**config.mk**
```make
export PLATFORM = sky130hd
export DESIGN_NAME = pipe_pc_ifid
export DESIGN_NICKNAME = d
export VERILOG_FILES = /design/src/rtl/pipe_pc_ifid.sv
export SDC_FILE = /design/constraint.sdc
export NUM_CORES = 1
export LEC_CHECK = 0
export BUFFER_PORTS_ARGS = -buffer_cell sky130_fd_sc_hd__buf_2
export CAP_MARGIN = 10
export CORE_MARGIN = 2
export CORE_UTILIZATION = 49
export CTS_CLUSTER_SIZE = 40
export DETAILED_ROUTE_END_ITERATION = 8
export PLACE_DENSITY = 0.77
export SKIP_LAST_GASP = 1
export SYNTH_ARGS = -nofsm -noshare
export SYNTH_HDL_FRONTEND = slang
export SYNTH_SLANG_ARGS = --single-unit
```
**constraint.sdc**
```tcl
create_clock -name clock -period 2.2 [get_ports clock]
set_input_delay 0.22 -clock clock [delete_from_list [all_inputs] [get_ports clock]]
set_output_delay 0.22 -clock clock [all_outputs]
set_load 0.005 [all_outputs]
```
**src/rtl/pipe_pc_ifid.sv**
```systemverilog
// Fetch-side register block: program counter plus IF/ID pipeline register with stall/flush,
// saturating fetch/bubble counters and a sticky stall watchdog.
module pipe_pc_ifid #(
  parameter logic [31:0] RESET_PC  = 32'h0000_0000,
  parameter int unsigned CNT_W     = 16,
  parameter int unsigned MAX_STALL = 8
) (
  input  logic             clock,
  input  logic             resetn,
  input  logic [31:0]      npc,
  input  logic [31:0]      pc4,
  input  logic [31:0]      ins,
  input  logic             wpcir,
  input  logic             flush,
  input  logic             clear_cnt,
  output logic [31:0]      pc,
  output logic [31:0]      dpc4,
  output logic [31:0]      inst,
  output logic             dvalid,
  output logic [CNT_W-1:0] fetch_cnt,
  output logic [CNT_W-1:0] bubble_cnt,
  output logic             stall_timeout
);

  localparam logic [7:0] MaxStall = 8'(MAX_STALL);

  logic [31:0]      r_pc, r_dpc4, r_inst;
  logic             r_dvalid;
  logic [CNT_W-1:0] r_fetch_cnt, r_bubble_cnt;
  logic [7:0]       r_stall_run;
  logic             r_timeout;

  logic             w_fetch;
  logic [CNT_W-1:0] w_fetch_nxt, w_bubble_nxt;
  logic [7:0]       w_run_nxt;

  always_comb begin
    w_fetch      = wpcir & ~flush;
    w_fetch_nxt  = (r_fetch_cnt == '1) ? r_fetch_cnt : r_fetch_cnt + 1'b1;
    w_bubble_nxt = (r_bubble_cnt == '1) ? r_bubble_cnt : r_bubble_cnt + 1'b1;
    w_run_nxt    = (r_stall_run >= MaxStall) ? MaxStall : r_stall_run + 8'd1;
  end

  // PC and IF/ID: a stall holds everything, and an unresolved flush is ignored while stalled.
  always_ff @(posedge clock or negedge resetn) begin
    if (!resetn) begin
      r_pc     <= RESET_PC;
      r_dpc4   <= 32'h0;
      r_inst   <= 32'h0;
      r_dvalid <= 1'b0;
    end else if (wpcir) begin
      r_pc     <= npc;
      r_dpc4   <= pc4;
      r_inst   <= flush ? 32'h0 : ins;
      r_dvalid <= ~flush;
    end
  end

  always_ff @(posedge clock or negedge resetn) begin
    if (!resetn) begin
      r_fetch_cnt  <= '0;
      r_bubble_cnt <= '0;
      r_stall_run  <= 8'd0;
      r_timeout    <= 1'b0;
    end else if (clear_cnt) begin
      r_fetch_cnt  <= '0;
      r_bubble_cnt <= '0;
      r_stall_run  <= 8'd0;
      r_timeout    <= 1'b0;
    end else begin
      if (w_fetch) r_fetch_cnt <= w_fetch_nxt;
      else         r_bubble_cnt <= w_bubble_nxt;
      if (wpcir) begin
        r_stall_run <= 8'd0;
      end else begin
        r_stall_run <= w_run_nxt;
        if (w_run_nxt == MaxStall) r_timeout <= 1'b1;
      end
    end
  end

  assign pc            = r_pc;
  assign dpc4          = r_dpc4;
  assign inst          = r_inst;
  assign dvalid        = r_dvalid;
  assign fetch_cnt     = r_fetch_cnt;
  assign bubble_cnt    = r_bubble_cnt;
  assign stall_timeout = r_timeout;

endmodule

```
Word-level counts from Yosys, hierarchy flattened
Index checks and enable logic that the tools add are counted.
- flip-flop bits (word level): 138
- bits of input ports: 101
- output and inout port bits: 130
- logic and storage cells: 39
- add/subtract/negate cells: 3
- order comparisons: 1
- equality and inequality tests: 7
- multiplexer cells: 13
- bitwise gates (word level): 2
- reduce and logical (&&, ||, !) cells: 5
- operators with widths (cell ; number):
    $mux W16 ; 6
    $add A16 B1 Y16 const B ; 2
    $eq A16 B16 Y1 const B ; 2
    $mux W32 ; 1
    $mux W8 ; 3
    $add A8 B1 Y8 const B ; 1
    $eq A8 B4 Y1 const B ; 1
    $ge A8 B4 Y1 const B ; 1
    $ne A2 B2 Y1 const B ; 3
    $reduce_and A2 Y1 ; 3
    $reduce_bool A2 Y1 ; 2
    $mux W1 ; 3
    $ne A2 B1 Y1 const B ; 1
    $and A1 B1 Y1 ; 1
    $not A1 Y1 ; 1

Logic depth before layout (Yosys ltp)
Gate-level depths: netlist (run 1).
- word-level depth: 6
- mapped depth: 7
- mapped depth without buffers: 7

Least setup slack after synthesis (run 1)
No wires, ideal clock.
- kind: flip-flop to flip-flop
- from: register r_fetch_cnt[0] (netlist: fetch_cnt[0])
- to: register r_fetch_cnt[7] (netlist: fetch_cnt[7])
- library setup time: 125 ps
- arrival time: 1683 ps
- data required time: 2075 ps
- path slack: 392 ps
- stages on the path, launching flop included: 7
- path buffers: 0
- period minus slack after synthesis: 1808 ps
- cells stage by stage: dfrtp_1 > ha_1 > nand4_2 > nor4_4 > nor3b_2 > and3_4 > mux2_4
- cells in the longest elaborated chain, start to end: 4
- elaborated cells on any way between the ends: 7
- classes of those cells: 1 x add/sub; 2 x eq/ne; 3 x mux; 1 x reduce/logical
- RTL lines (what ; line ; text):
    start, declared ; 29 ; logic [CNT_W-1:0] r_fetch_cnt, r_bubble_cnt;
    start signal, assigned ; 71 ; if (w_fetch) r_fetch_cnt <= w_fetch_nxt;
    $add A16 B1 Y16 ; 39 ; w_fetch_nxt = (r_fetch_cnt == '1) ? r_fetch_cnt : r_fetch_cnt + 1'b1;
    $mux W16 ; 39 ;
    $mux W16 ; 71 ;
    $mux W16 ; 65 ; end else if (clear_cnt) begin
Parallel ways exist; a longest one is shown, timed or not. The select of a mux whose other input is x is not followed.
A chain may end at the register's enable or synchronous reset.

Final worst setup path (run 1)
Ends and elaborated chain as after synthesis.

==> results of run 1 <==
[how the worst max path moves through the flow]
stage,cells past startpoint,endpoint
2_1_floorplan,6,fetch_cnt[7]$_DFFE_PN0P_
3_3_place_gp,6,fetch_cnt[7]$_DFFE_PN0P_
3_5_place_dp,6,fetch_cnt[7]$_DFFE_PN0P_
4_1_cts,6,fetch_cnt[7]$_DFFE_PN0P_
5_1_grt,6,fetch_cnt[7]$_DFFE_PN0P_
6_report,6,fetch_cnt[7]$_DFFE_PN0P_
[cell type report]
type	count	area, µm²
clock buffers	18	439.2
repair buffers	238	1247
clock inverters	14	172.7
inverters	38	142.6
multi-input cells	296	2160
fillers	836	3722
well taps	143	178.9
flip-flops and latches	138	3453
[metal layers]
| metal | vias to the layer above | share of wire |
|---|---|---|
| met5 | - | 0 |
| met2 | 172 | 0.52 |
| met1 | 2235 | 0.38 |
| li1 | 2152 | - |
| met4 | 0 | 0.017 |
| met3 | 23 | 0.086 |
[report_power, final]
group          switching, µW  internal, µW  total (µW)
clock                   1100          1810        2920
combinational            311           338         649
sequential              96.7          2720        2820
[kinds of logic after synthesis]
logic type	Yosys count
AND/OR/NAND/NOR	146
flip-flops	138
multiplexers	66
buffers and inverters	61
AO/OA/AOI/OAI	52
XOR/XNOR	24
adder cells (fa/ha/maj)	4
other	1
[Yosys cell counts, types with 2 or more instances]
library cell  instances
dfrtp_1             138
mux2_2               65
nor2_1               40
o21ai_0              39
inv_1                38
nand3b_1             32
clkbuf_1             20
xnor2_1              18
nand3_1              15
nor3_1               12
nand2_1              11
nand4_1               9
a21oi_1               8
xor2_1                6
and4_1                4
ha_1                  4
and3_1                3
nor2b_1               3
or3_1                 3
and2_1                2
buf_2                 2
nand4_2               2
nor3b_1               2
nor4_4                2
[worst max-delay path: stages (launching register included)]
cell and delay [ps]:
dfrtp_1 420, ha_1 230, nand4_2 170, nor4_4 410, nor3b_2 140, and3_4 210, mux2_4 290
[metrics by stage]
step,hold slack [ps],worst slack (ps),instances
after floorplan,-75.59,392.0,495
final,32.49,235.9,885
after global routing,20.38,131.4,885
after CTS,18.16,251.0,885
after global placement,146.4,339.2,852
after detailed placement,151.4,256.4,852
[sequential cells by signal, summed over array words and instances, names as in the netlist]
register / flops
dpc4: 32
dvalid: 1
bubble_cnt: 16
r_stall_run: 8
stall_timeout: 1
fetch_cnt: 16
inst: 32
pc: 32
==> summary.md, run 1 <==
Outcome
- **status** complete, but fails checks
- **failing checks** DRC

Clocking
- **H-tree levels** 4
- **Post-CTS Resized** 0
- **CTS Buffer Depth** 2
- **clock transition time at the flip-flop clock pins of the worst setup and hold paths** 70 ps
- **Post-CTS Setup Bufs** 0
- **clock tree from TritonCTS** built
- **Hold Buf Count CTS** 1
- **CTS buffer count** 17
- **Sink Count** 138
- **root buffer selected by CTS** clkbuf_16
- **clock latency on the worst-skew pair** 410 ps

Worst hold path
- **cell depth of the worst min-delay path** 2
- **hold worst-path end** pc[16]$_DFFE_PN0P_
- **class of the worst hold path** input pin to flip-flop
- **worst hold start** npc[16]

Global route
- **vias in the first global route** 4,856
- **antenna violations before repair** 0
- **largest net degree at the start of global routing** 91
- **GRT overflow** 0
- **met2 demand-to-capacity share in global routing** 0.4176
- **met1 global-route usage** 0.2626
- **GRT Util Overall** 0.2371
- **met3 routing resource usage after global routing** 0.09159
- **routing layer with the top usage in global route** met2
- **wire length of the first global-routing pass** 23,780 µm

Synthesis
- **distinct cell type count after synthesis** 38
- **top cells by area in the synthesized netlist** dfrtp_1 59%, mux2_2 13%, nand3b_1 4.1%
- **synthesized instance count** 492
- **number of enable flip-flop cells after synthesis** 0
- **ys flop type** dfrtp_1
- **cell accounting for the most synthesized area** dfrtp_1
- **yosys warns** 0
- **synthesized-area fraction occupied by xor and xnor cells** 0.03604
- **Post-Synthesis Mean Instance Area** 11.86 µm²
- **fraction of the mapped netlist area in compound gates** 0.04740
- **async set or reset register ratio after synthesis** 1.000
- **dominant combinational cell family by area after synthesis** simple AND/OR/NAND/NOR gates
- **sequential fraction of the synthesis area** 0.5920
- **simple logic cell fraction of the synthesized area** 0.1476
- **share of Yosys cell area claimed by the top area cell type** 0.5920
- **Synth Area in Adders** 0.008580
- **synthesized flop and latch total** 138
- **portion of netlist area occupied by mux cells** 0.1281
- **combined area of all synthesized cells** 5833 µm²

Power
- **leakage power** 0.003815 µW
- **total design power** 6382 µW
- **largest voltage drop on the vdd net** 0.6300 mV
- **power density normalized to cell area** 818.8 nW/µm²

Floorplanning
- **std cell rows** 39
- **number of top-level pins** 231
- **x dimension of the die** 113.1 µm
- **Core Region** 11,520 µm²
- **total die area** 12,790 µm²
- **initial core utilization** 0.5065
- **die extent in y** 113.1 µm

Setup path
- **register-to-register path setup slack** 240 ps
- **depth of the worst register-to-register path** 6
- **critical register-to-register path startpoint** fetch_cnt[0]$_DFFE_PN0P_
- **largest driver fanout on the critical path** 6
- **data arrival time at the worst-slack endpoint** 2260 ps
- **launching element type of the critical path** flip-flop
- **critical path class** flip-flop to flip-flop
- **startpoint of the worst setup timing path** fetch_cnt[0]$_DFFE_PN0P_
- **data required time at the worst endpoint** 2500 ps
- **FF-to-FF End** fetch_cnt[7]$_DFFE_PN0P_
- **endpoint class of the critical path** flip-flop

Finish
- **post-layout net count** 834
- **share of post-route cells with drive strength above 1** 0.4609
- **most common library cell in the layout ignoring fill and taps** buf_2
- **post-route cell area** 7794 µm²
- **highest-count cells in the layout ignoring fill and taps** 228 x buf_2, 138 x dfrtp_1, 65 x mux2_2
- **post-layout util** 0.6768
- **final antenna diode count** 0
- **Layout Area Growth over Synthesis** 33.61%

STA
- **unrepaired setup endpoints after global routing** false
- **highest attainable clock frequency** 0.5091 GHz
- **final-report max-slew violation count** 0
- **fraction of the cycle the final worst path needs** 0.8928
- **time the worst path needs with I/O delays and setup** 1964 ps
- **final setup violating endpoints** 0
- **Final Skew** 4.768 ps
- **Total Negative Setup Slacks** 0 ps
- **Fin. Hold Viols** 0

Detailed routing
- **post-DR vias/cell** 5.177
- **initial DRC count** 305
- **Routed Wire Length** 14,380 µm
- **vias post-DR** 4,582
- **average routed wire per standard cell** 16.25 µm
- **total DRC errors in the routed layout** 8
- **Antenna Nets Post-Route** 0
- **1st-pass router iterations** 7

Placed design
- **count of buffers inserted at the top-level ports** 230
- **Routability Congestion** 0.9246
- **Detail Placement HPWL** 10,380 µm
- **Placed Instance Area** 7172 µm²

Run
- **maxcap violations** 0

No activity file was read; power rests on OpenSTA's default activity.
==> run 2: changes to the inputs <==
CORE_UTILIZATION = 35   (was 49)
PLACE_DENSITY = 0.57   (was 0.77)
==> summary.md, run 2 (synthesized netlist as in run 1, its figures left out) <==
Outcome
- **status** completed

Floorplanning
- **x dimension of the die** 133.1 µm, +18%
- **Core Region** 16,410 µm², +42%
- **die extent in y** 133.1 µm, +18%
- **total die area** 17,710 µm², +38%
- **number of top-level pins** 231, unchanged
- **initial core utilization** 0.3555, -0.1510
- **std cell rows** 47, +21%

Finish
- **share of post-route cells with drive strength above 1** 0.4603, -0.0006203
- **final antenna diode count** 0, unchanged
- **most common library cell in the layout ignoring fill and taps** buf_2
- **highest-count cells in the layout ignoring fill and taps** 228 x buf_2, 138 x dfrtp_1, 65 x mux2_2
- **post-layout net count** 835, +0.12%
- **Layout Area Growth over Synthesis** 34.75%

Setup path
- **register-to-register path setup slack** 230 ps, about the same
- **data required time at the worst endpoint** 2500 ps, about the same
- **critical register-to-register path startpoint** fetch_cnt[0]$_DFFE_PN0P_
- **data arrival time at the worst-slack endpoint** 2270 ps, about the same
- **CP peak stage delay** 420 ps, about the same
- **endpoint class of the critical path** flip-flop
- **standard cell with the maximum stage delay on the critical path** dfrtp_1
- **cells traversed along the worst timing path** ha_1 -> nand4_2 -> nor4_4 -> nor3b_2 -> and3_4 -> mux2_4
- **largest driver fanout on the critical path** 6, unchanged
- **depth of the worst register-to-register path** 6, unchanged
- **critical path class** flip-flop to flip-flop
- **FF-to-FF End** fetch_cnt[7]$_DFFE_PN0P_
- **launching element type of the critical path** flip-flop

Worst hold path
- **worst hold start** pc4[12]
- **cell depth of the worst min-delay path** 2, unchanged
- **hold worst-path end** dpc4[12]$_DFFE_PN0P_
- **class of the worst hold path** input pin to flip-flop

Clocking
- **Post-CTS Resized** 0, unchanged
- **root buffer selected by CTS** clkbuf_16
- **CTS Buffer Depth** 2, unchanged
- **clock transition time at the flip-flop clock pins of the worst setup and hold paths** 70 ps, about the same
- **Hold Buf Count CTS** 1, unchanged
- **clock latency on the worst-skew pair** 420 ps, about the same
- **Sink Count** 138, unchanged
- **Post-CTS Setup Bufs** 0, unchanged
- **H-tree levels** 4, unchanged
- **CTS buffer count** 17, unchanged
- **clock tree from TritonCTS** built

Global route
- **routing layer with the top usage in global route** met2
- **GRT Util Overall** 0.1698, -0.06733
- **met3 routing resource usage after global routing** 0.06925, -0.02234
- **met1 global-route usage** 0.2119, -0.05067
- **antenna violations before repair** 1, +1
- **met2 demand-to-capacity share in global routing** 0.2654, -0.1522
- **GRT overflow** 0, unchanged
- **vias in the first global route** 4,760, -2.0%
- **wire length of the first global-routing pass** 23,850 µm, +0.29%
- **largest net degree at the start of global routing** 95, +4.4%

Placed design
- **Routability Congestion** 0.8229, -11%
- **count of buffers inserted at the top-level ports** 230, unchanged
- **Detail Placement HPWL** 10,400 µm, +0.15%

STA
- **Max transition margin** 0.3521
- **Fin. Hold Viols** 0, unchanged
- **final setup violating endpoints** 0, unchanged
- **Final Skew** 9.836 ps, +5.068 ps
- **final-report max-slew violation count** 0, unchanged
- **time the worst path needs with I/O delays and setup** 1973 ps, +8.528 ps
- **unrepaired setup endpoints after global routing** false
- **highest attainable clock frequency** 0.5069 GHz, -0.43%
- **measured slew at the worst slew-check pin** 971.8 ps
- **fraction of the cycle the final worst path needs** 0.8966, +0.003876
- **Total Negative Setup Slacks** 0 ps, unchanged

Detailed routing
- **post-DR vias/cell** 4.702, -9.2%
- **initial DRC count** 206, -32%
- **vias post-DR** 4,528, -1.2%
- **average routed wire per standard cell** 15.11 µm, -7.0%
- **1st-pass router iterations** 4, -3
- **total DRC errors in the routed layout** 0, -8
- **Antenna Nets Post-Route** 0, unchanged
- **Routed Wire Length** 14,550 µm, +1.2%

Power
- **leakage power** 0.003809 µW, -0.14%
- **total design power** 6296 µW, -1.3%
- **largest voltage drop on the vdd net** 0.4740 mV, -25%
- **power density normalized to cell area** 801.0 nW/µm², -2.2%

Run
- **maxcap violations** 0, unchanged

==> run 2: layer usage <==
layer / vias up / wire length (µm) / share of wire
li1: 2159 / - / -
met5: - / 0 / 0
met1: 2188 / 6252 / 0.43
met3: 20 / 1287 / 0.088
met2: 161 / 6757 / 0.46
met4: 0 / 251 / 0.017
==> run 2: critical path, delay by kind of cell, from the launching register on <==
| kind | cells | cell delay, ps |
|---|---|---|
| adder cells (fa/ha/maj) | 1 | 230 |
| AND/OR/NAND/NOR | 4 | 920 |
| flip-flops | 1 | 420 |
| multiplexers | 1 | 290 |
==> run 2: final cells by class <==
| class | count | area (µm²) |
|---|---|---|
| Fill cell | 1504 | 8547 |
| Multi-Input combinational cell | 296 | 2160 |
| Timing Repair Buffer | 239 | 1242 |
| Sequential cell | 138 | 3453 |
| Inverter | 38 | 142.6 |
| Clock inverter | 14 | 157.7 |
| Tap cell | 220 | 275.3 |
| Clock buffer | 18 | 429.2 |
==> run 2: worst max path at each step <==
stage	start	depth (start not counted)	slack, ps	endpoint
after global placement	fetch_cnt[0]$_DFFE_PN0P_	6	310	fetch_cnt[7]$_DFFE_PN0P_
after detailed placement	fetch_cnt[0]$_DFFE_PN0P_	6	240	fetch_cnt[7]$_DFFE_PN0P_
after global routing	fetch_cnt[0]$_DFFE_PN0P_	6	130	fetch_cnt[7]$_DFFE_PN0P_
final	fetch_cnt[0]$_DFFE_PN0P_	6	230	fetch_cnt[7]$_DFFE_PN0P_
after CTS	fetch_cnt[0]$_DFFE_PN0P_	6	250	fetch_cnt[7]$_DFFE_PN0P_
after floorplan	fetch_cnt[0]$_DFFE_PN0P_	6	390	fetch_cnt[7]$_DFFE_PN0P_
==> run 2: power breakdown <==
group	leakage [µW]	internal (µW)	switching (µW)	total, µW
clock network	0.000279	1690	1150	2840
registers	0.00174	2720	94.4	2810
logic	0.00179	336	303	639
==> run 2: per-stage QoR <==
stage / setup slack [ps] / area (µm²) / hold WS (ps) / util / cells
2_1_floorplan: 392.0 / 5844 / -75.59 / - / 495
3_3_place_gp: 313.6 / 7263 / 181.2 / 0.4427 / 930
3_5_place_dp: 244.6 / 7263 / 185.4 / 0.4427 / 930
4_1_cts: 245.1 / 7860 / 5.978 / 0.4791 / 963
5_1_grt: 131.8 / 7860 / 13.39 / 0.4791 / 963
6_report: 227.4 / 7860 / 29.21 / 0.4791 / 963
